--- src/rtl/ifetch_unit.sv ---
// Instruction fetch stage: issues req/ack fetches at the current PC, holds the
// returned word for decode and pulses pc_adv once per captured instruction.
module ifetch_unit #(
  parameter int INSTR_W = 16,
  parameter int TIMEOUT = 255
) (
  input  logic               clk,
  input  logic               rst_n,
  input  logic               fetch_en,
  input  logic               flush,
  input  logic [15:0]        pc_in,
  output logic               pc_adv,
  output logic               imem_req,
  output logic [15:0]        imem_addr,
  input  logic               imem_ack,
  input  logic [INSTR_W-1:0] imem_rdata,
  output logic [INSTR_W-1:0] instr_out,
  output logic [15:0]        instr_pc,
  output logic               instr_valid,
  input  logic               instr_ready,
  output logic               fetch_err
);

  localparam int CNT_W = (TIMEOUT < 1) ? 1 : $clog2(TIMEOUT + 1);
  localparam logic [CNT_W-1:0] CNT_MAX = CNT_W'(TIMEOUT);
  localparam logic [CNT_W-1:0] CNT_ONE = CNT_W'(1);

  typedef enum logic [1:0] {IDLE, REQ, HOLD, DISCARD} state_t;

  state_t              state_q, state_d;
  logic [15:0]         addr_q, addr_d;
  logic [INSTR_W-1:0]  out_q, out_d;
  logic [15:0]         ipc_q, ipc_d;
  logic                adv_q, adv_d;
  logic [CNT_W-1:0]    cnt_q, cnt_d;
  logic                err_q, err_d;
  logic                waiting;

  always_ff @(posedge clk or negedge rst_n) begin
    if (!rst_n) begin
      state_q <= IDLE;
      addr_q  <= '0;
      out_q   <= '0;
      ipc_q   <= '0;
      adv_q   <= 1'b0;
      cnt_q   <= '0;
      err_q   <= 1'b0;
    end else begin
      state_q <= state_d;
      addr_q  <= addr_d;
      out_q   <= out_d;
      ipc_q   <= ipc_d;
      adv_q   <= adv_d;
      cnt_q   <= cnt_d;
      err_q   <= err_d;
    end
  end

  always_comb begin
    state_d = state_q;
    addr_d  = addr_q;
    out_d   = out_q;
    ipc_d   = ipc_q;
    adv_d   = 1'b0;
    waiting = 1'b0;
    case (state_q)
      IDLE: begin
        if (fetch_en && !flush) begin
          state_d = REQ;
          addr_d  = pc_in;
        end
      end
      REQ: begin
        if (imem_ack) begin
          // A flush coinciding with the ack still drops the word.
          if (flush) begin
            state_d = IDLE;
          end else begin
            state_d = HOLD;
            out_d   = imem_rdata;
            ipc_d   = addr_q;
            adv_d   = 1'b1;
          end
        end else if (flush) begin
          state_d = DISCARD;
        end else begin
          waiting = 1'b1;
        end
      end
      DISCARD: begin
        if (imem_ack) state_d = IDLE;
        else          waiting = 1'b1;
      end
      HOLD: begin
        if (flush) begin
          state_d = IDLE;
        end else if (instr_ready) begin
          if (fetch_en) begin
            state_d = REQ;
            addr_d  = pc_in;
          end else begin
            state_d = IDLE;
          end
        end
      end
      default: state_d = IDLE;
    endcase

    // Wait counter saturates so a stalled memory cannot wrap it.
    cnt_d = '0;
    err_d = err_q;
    if (waiting) begin
      cnt_d = (cnt_q == CNT_MAX) ? cnt_q : cnt_q + CNT_ONE;
      if (cnt_q >= CNT_MAX - CNT_ONE) err_d = 1'b1;
    end
  end

  assign imem_req    = (state_q == REQ) || (state_q == DISCARD);
  assign instr_valid = (state_q == HOLD);
  assign imem_addr   = addr_q;
  assign instr_out   = out_q;
  assign instr_pc    = ipc_q;
  assign pc_adv      = adv_q;
  assign fetch_err   = err_q;

endmodule

--- config.mk ---
export PLATFORM = sky130hd
export DESIGN_NAME = ifetch_unit
export DESIGN_NICKNAME = d
export VERILOG_FILES = /design/src/rtl/ifetch_unit.sv
export SDC_FILE = /design/constraint.sdc
export NUM_CORES = 1
export LEC_CHECK = 0
export ABC_CLOCK_PERIOD_IN_PS = 2100
export CAP_MARGIN = 0
export CORE_UTILIZATION = 48
export DETAILED_ROUTE_END_ITERATION = 10
export PLACE_DENSITY_LB_ADDON = 0.15
export SYNTH_ARGS = -nofsm -noshare
export SYNTH_HDL_FRONTEND = slang
export SYNTH_SLANG_ARGS = --single-unit
--- constraint.sdc ---
create_clock -name clk -period 2.1 [get_ports clk]
set_input_delay 0.21 -clock clk [delete_from_list [all_inputs] [get_ports clk]]
set_output_delay 0.21 -clock clk [all_outputs]
set_load 0.03 [all_outputs]
==> metrics.md, run 1 <==
| Metric | Value |
|---|---|
| Worst-skew pair later-pin latency | `330 ps` |
| Max Cap Violations | `0` |
| Cell count after synthesis | `170` |
| Antenna-violating nets left | `0` |
| 1st-iter DRT viols | `58` |
| Avg Cell Area, Syn | `15.22 um^2` |
| Worst EP required | `1890 ps` |
| Crit path kind | `reg -> out` |
| Die area | `0.005688 mm^2` |
| Port Buffers | `89` |
| Seq/Total Area, Yosys | `58.03%` |
| Status | `finished clean` |
| RSZ-0062 raised after global routing | `false` |
| Number of global-route vias before repair | `1726` |
| Wire per inst | `15.20 um` |
| Crit path capture type | `output port` |
| First-pass GRT wire length | `8307 um` |
| Worst-case reg-to-reg path depth | `4` |
| Combinational power share | `45.1%` |
| Number of antenna violations at the first check in global routing | `0` |
| Hold buffers post-CTS | `1` |
| Clk pin slew, worst setup/hold paths | `60 ps` |
| Fmax | `536.5 MHz` |
| Sw power | `1.705 mW` |
| GPL Wtd Cong | `0.7368` |
| Crit Path Max Fanout | `7` |
| Final worst slack | `235.9 ps` |
| Ports | `90` |
| Synth area leader | `dfrtp_1` |
| Top cells by area, synth | `dfrtp_1, mux2_4, mux2_2` |
| Final Hold Vio Count | `0` |
| Setup_tns | `0 ps` |
| Mapped Area | `0.002587 mm^2` |
| # resized after CTS | `0` |
| Power per cell area | `1291 mW/mm^2` |
| Final Power | `4.773 mW` |
| CTS H-Tree Depth | `3` |
| Clock root buffer | `clkbuf_8` |
| R2R setup slack | `480 ps` |
| Critical path launch point type | `flop` |
| FF+latch count, synth | `60` |
| Worst slew pin tran | `544.0 ps` |
| Die Span X | `75.42 um` |
| CTS Buf Count | `9` |
| Worst-path cell chain | `and2b_1 -> clkdlybuf4s50_1` |
| Worst R2R End | `instr_out[7]` |
| Cell row count | `26` |
| Total wire length | `5213 um` |
| # setup viols final | `0` |
| Clock sinks | `60` |
| VDD IR max | `752.5 uV` |
| Fin crit period | `1864 ps` |
| Switch share | `35.72%` |
| Clock Skew | `7.532 ps` |
| Design Area, Final | `0.003697 mm^2` |
| Area Growth Syn to Fin | `42.89%` |
| Vias per cell | `5.064` |
| Synth unique cells | `34` |
| Core area | `0.005140 mm^2` |
| DR DRC count | `0` |
| DR pass1 iterations | `4` |
| Power share of the sequential group | `36.8%` |
| Total Routing Usage GR | `20.50%` |
| Post-Place Setup Slack | `184.4 ps` |
| HPWL Detailed | `3665 um` |
| Hold Path Class | `in -> async` |
| Worst path slowest cell | `clkdlybuf4s50_1` |
| CP Launch Point | `state_q[0]` |
| Worst hold margin | `393.5 ps` |
| Post-CTS Setup Bufs | `0` |
| Die H | `75.42 um` |
| Starting density of the core | `50.34%` |
| Syn nets | `210` |
| Max Transition Viols Final | `0` |
| Clock network fraction of design power | `18.1%` |
| Tcrit/Tclk final | `88.77%` |
| Grt ovf | `0` |
| Synth warnings | `0` |
| Antenna cells | `0` |
| CTS tree | `built` |
| Worst Setup EP | `instr_valid` |
| Internal | `3.068 mW` |
| Final net count | `308` |
| Proportion of layout cells with a drive suffix above 1 | `25.27%` |
| Leakage | `1.578 nW` |
| Clock tree buffer depth | `2` |
| Rel. slew slack | `63.74%` |
| Share of Yosys cell area claimed by the top area cell type | `58.03%` |
| CP max stage delay | `670 ps` |
| Largest net degree at the start of global routing | `39` |
| Reg2Reg Launch Point | `state_q[1]` |
| WP data arrival | `1650 ps` |
| Placement Cell Area | `0.003525 mm^2` |
| Vias | `1737` |
-- metrics by stage --
step | utilization [%] | instances
detailed placement | 68.57 | 326
floorplan | - | 170
CTS | 71.93 | 343
finish | 71.93 | 343
global placement | 68.57 | 326
global route | 71.93 | 343
-- registers in the layout (all words and copies together), names as in the netlist --
register	flops
pc_adv	1
instr_pc	16
state_q	2
imem_addr	16
cnt_q	8
instr_out	16
fetch_err	1
-- metal layers --
layer,vias up,routed length [um],track usage (%)
met5,-,0,0
li1,806,-,-
met2,69,2395,31.45
met4,0,113,11.73
met3,11,313,4.233
met1,851,2391,27.28
-- worst min-delay path by stage --
stage / startpoint / to / slack [ps] / cells after the start
after floorplan: rst_n / cnt_q[0] / -90 / 0
after global placement: rst_n / imem_addr[14] / 220 / 1
after detailed placement: rst_n / imem_addr[14] / 220 / 1
after CTS: rst_n / imem_addr[14] / 400 / 2
after global routing: rst_n / imem_addr[14] / 460 / 2
final: rst_n / imem_addr[14] / 390 / 2
-- power groups by stage --
stage               logic, mW  registers, mW  clock network [mW]
detailed placement       2.17           1.77                   0
floorplan               0.531           2.47                   0
CTS                      2.18           1.76               0.887
finish                   2.15           1.76               0.863
global route             2.25           1.80               0.939
global placement         2.13           1.77                   0
-- logic make-up (layout without fill, tap and decap cells) --
logic type	after synthesis	count (layout)	share of synthesized area (%)
compound gates	15	15	3.578
buf+inv	12	115	4.255
mux	49	49	25.48
simple gates	32	32	7.689
flops	60	60	58.03
fa+ha+maj	2	2	0.9670
-- synthesized netlist by cell type --
cell type	instances
o31ai_1	1
buf_12	3
a21oi_1	4
nand2_1	4
inv_1	5
o211ai_1	1
nor2_1	2
buf_2	1
nor4b_1	2
nand3b_1	1
nand3_1	3
ha_1	2
buf_6	2
and3_1	1
mux2_2	19
nor3b_1	1
and4_1	1
nor3_1	8
nand3_2	1
mux2i_1	1
nand2b_1	1
nor3b_2	1
clkbuf_1	1
a211oi_1	3
o21bai_1	1
mux2_4	29
o21ai_0	3
nand4_1	2
a31oi_1	2
and2b_2	1
and2b_1	1
or2b_1	1
and2_4	1
dfrtp_1	60
-- final cells by class --
type                    count  area [um^2]
clock inverters             2        10.01
inverters                   5        18.77
clock buffers              14        152.6
well taps                  70        87.58
fillers                   378         1443
multi-input cells          98        975.9
flip-flops and latches     60         1501
repair buffers             94        950.9
-- cell usage in the layout, fill, tap and decap left out, drive strengths merged, types with 3 or more instances in the layout --
cell            n
buf             5
a211oi          3
clkbuf         14
inv             5
o21ai           3
a21oi           4
nand2           4
nand3           4
clkdlybuf4s50  88
dfrtp          60
nor3            8
mux2           48
-- critical path: cells and delay by family, from the launching register on --
kind / cells / cell delay [ps]
flip-flops: 1 / 440
AND/OR/NAND/NOR: 1 / 220
buffers and inverters: 1 / 670
Power figures use the tool's default switching activity.
==> run 2, diff against run 1 <==
==> constraint.sdc (replaced) <==
create_clock -name clk -period 2.1 [get_ports clk]
set_input_delay 0.42 -clock clk [delete_from_list [all_inputs] [get_ports clk]]
set_output_delay 0.42 -clock clk [all_outputs]
set_load 0.03 [all_outputs]
==> run 2 against run 1 <==
  * Cell area up 1.5%
  * Clock skew down 1.5 ps
  * Non-clock buffer count up 1
  * Combinational power about the same
  * Largest power group unchanged
  * Highest routed layer unchanged
==> metrics.md, run 2 (synthesis results as in run 1) <==
| Metric | Value |
|---|---|
| Leakage | `1.611 nW (+2.1%)` |
| CTS H-Tree Depth | `3 (unchanged)` |
| HPWL Detailed | `3592 um (-2.0%)` |
| DR pass1 iterations | `2 (-2)` |
| Number of global-route vias before repair | `1655 (-4.1%)` |
| 1st-iter DRT viols | `46 (-21%)` |
| Total wire length | `5227 um (+0.27%)` |
| Clock network fraction of design power | `19.6% (+1.5 points)` |
| CP Launch Point | `state_q[0]` |
| Final Hold Vio Count | `0 (unchanged)` |
| Worst path slowest cell | `clkdlybuf4s50_1` |
| Crit path max-delay family | `buffers and inverters` |
| Crit path capture type | `output port` |
| Worst EP required | `1680 ps (-210 ps)` |
| Post-CTS Setup Bufs | `0 (unchanged)` |
| # fillers | `375 (-0.79%)` |
| Hold buffers post-CTS | `0 (-1)` |
| Sw power | `1.735 mW (+1.7%)` |
| Final non-filler cell total | `344 (+0.29%)` |
| RSZ-0062 raised after global routing | `false` |
| Max Cap Violations | `0 (unchanged)` |
| Die Span X | `75.42 um (unchanged)` |
| Clock tree buffer depth | `2 (unchanged)` |
| Antenna-violating nets left | `0 (unchanged)` |
| Reg2Reg Launch Point | `state_q[1]` |
| Ports | `90 (unchanged)` |
| R2R setup slack | `550 ps (+70 ps)` |
| Final Power | `4.867 mW (+2.0%)` |
| Port Buffers | `89 (unchanged)` |
| GPL Wtd Cong | `0.7738 (+5.0%)` |
| Placement Cell Area | `0.003565 mm^2 (+1.1%)` |
| CTS tree | `built` |
| Clock sinks | `60 (unchanged)` |
| Switch share | `35.64% (-0.084 points)` |
| Max Transition Viols Final | `0 (unchanged)` |
| Number of antenna violations at the first check in global routing | `0 (unchanged)` |
| Worst slew pin tran | `351.5 ps (-192.5 ps)` |
| Design Area, Final | `0.003751 mm^2 (+1.5%)` |
| VDD IR max | `854.0 uV (+13%)` |
| Final net count | `309 (+0.32%)` |
| Clock Skew | `6.030 ps (-1.501 ps)` |
| CTS Buf Count | `9 (unchanged)` |
| Largest net degree at the start of global routing | `61 (+56%)` |
| First-pass GRT wire length | `7976 um (-4.0%)` |
| Multi-input logic area | `975.9 um^2 (unchanged)` |
| Vias | `1701 (-2.1%)` |
| Total Routing Usage GR | `20.05% (-0.45 points)` |
| Crit Path Max Fanout | `7 (unchanged)` |
| Area Growth Syn to Fin | `44.97%` |
| Post-placement cell count | `328 (+0.61%)` |
| Hold Path Class | `in -> async` |
| Combinational power share | `44.3% (-0.8 points)` |
| Starting density of the core | `50.34% (unchanged)` |
| Power per cell area | `1298 mW/mm^2 (+0.51%)` |
| Vias per cell | `4.945 (-2.4%)` |
| Status | `finished clean` |
| # setup viols final | `0 (unchanged)` |
| WP data arrival | `1480 ps (-170 ps)` |
| Die area | `0.005688 mm^2 (unchanged)` |
| Most common cell after layout, fill and taps aside | `clkdlybuf4s50_1` |
| Internal | `3.133 mW (+2.1%)` |
| Critical path launch point type | `flop` |
| Grt ovf | `0 (unchanged)` |
| Die H | `75.42 um (unchanged)` |
| Fmax | `525.2 MHz (-2.1%)` |
| Tcrit/Tclk final | `90.67% (+1.9 points)` |
| Worst R2R End | `instr_out[6]` |
| Commonest non-fill, non-tap cells in the layout | `clkdlybuf4s50_1, dfrtp_1, mux2_4` |
| Wire per inst | `15.19 um (about the same)` |
| Crit path kind | `reg -> out` |
| Worst-case reg-to-reg path depth | `4 (unchanged)` |
| Crit path buf inv count | `1 (unchanged)` |
| Clock root buffer | `clkbuf_8` |
| Final core utilization | `72.98% (+1.0 points)` |
| DR DRC count | `0 (unchanged)` |
| Register area | `0.001501 mm^2 (unchanged)` |
| Core area | `0.005140 mm^2 (unchanged)` |
| Cell row count | `26 (unchanged)` |
| Setup_tns | `0 ps (unchanged)` |
| Power share of the sequential group | `36.1% (-0.7 points)` |
| Clk pin slew, worst setup/hold paths | `70 ps (about the same)` |
| CP max stage delay | `710 ps (+40 ps)` |
| Worst-path cell chain | `clkdlybuf4s50_1` |
| Worst-skew pair later-pin latency | `340 ps (about the same)` |
| Rel. slew slack | `76.49% (+13 points)` |
| Antenna cells | `0 (unchanged)` |
| Fin crit period | `1904 ps (+39.96 ps)` |
| Proportion of layout cells with a drive suffix above 1 | `27.37% (+2.1 points)` |
[run 2: cell count changes in the layout (fill, tap and decap cells not counted)]
| cell | before | now |
|---|---|---|
| clkbuf_8 | 10 | 12 |
| dlygate4sd3_1 | 1 | 0 |
| clkinv_2 | 2 | 3 |
| clkdlybuf4s50_1 | 88 | 87 |
| dlygate4sd2_1 | 0 | 1 |
| clkinvlp_4 | 0 | 1 |
| clkbuf_1 | 4 | 0 |
| buf_12 | 2 | 4 |
[run 2: worst max-delay path by stage]
| stage | slack [ps] | cells past startpoint | end |
|---|---|---|---|
| 2_1_floorplan | 670 | 5 | instr_out[0] |
| 3_3_place_gp | 100 | 5 | instr_out[3] |
| 3_5_place_dp | 60 | 5 | instr_out[6] |
| 4_1_cts | 160 | 1 | imem_req |
| 5_1_grt | 140 | 1 | imem_req |
| 6_report | 200 | 1 | imem_req |
[run 2: stage by stage]
| stage | hold slack [ps] | worst slack (ps) |
|---|---|---|
| final | 74.14 | 196.0 |
| after global routing | 110.8 | 136.4 |
| after CTS | 72.91 | 161.3 |
| after detailed placement | 447.9 | 63.16 |
| after global placement | 450.4 | 103.8 |
| after floorplan | 124.4 | 673.5 |
[run 2: power by group through the flow]
| stage | Clock, mW | Combinational [mW] | Sequential [mW] |
|---|---|---|---|
| final | 0.954 | 2.16 | 1.76 |
| after global routing | 1.03 | 2.26 | 1.80 |
| after CTS | 0.991 | 2.18 | 1.76 |
| after detailed placement | 0 | 2.18 | 1.77 |
| after global placement | 0 | 2.14 | 1.77 |
| after floorplan | 0 | 0.531 | 2.47 |
[run 2: cell type report]
class	instances	area share [%]
multi-input combinational	98	26.02
inverter	5	0.5003
tap	70	2.335
timing repair buffer	95	26.12
clock inverter	4	0.6004
sequential	60	40.03
clock buffer	12	4.403
[run 2: routing by layer]
metal  global-route usage [%]  share of wire, %
met1                    23.22                42
met4                    11.11               2.0
met3                    7.275               7.9
met2                    32.44                48
met5                        0                 0
[run 2: timing repair]
action / 4_1_cts / 5_1_grt
endpoints found under the setup margin: 1 / 0
resized for setup: 1 / 0
hold endpoints to repair: 0 / 0
==> run 3, diff against run 2 <==
TNS_END_PERCENT = 5   (was unset)
==> results of run 3 <==
Same layout as run 2: the final DEF is identical, and so are final timing and power.
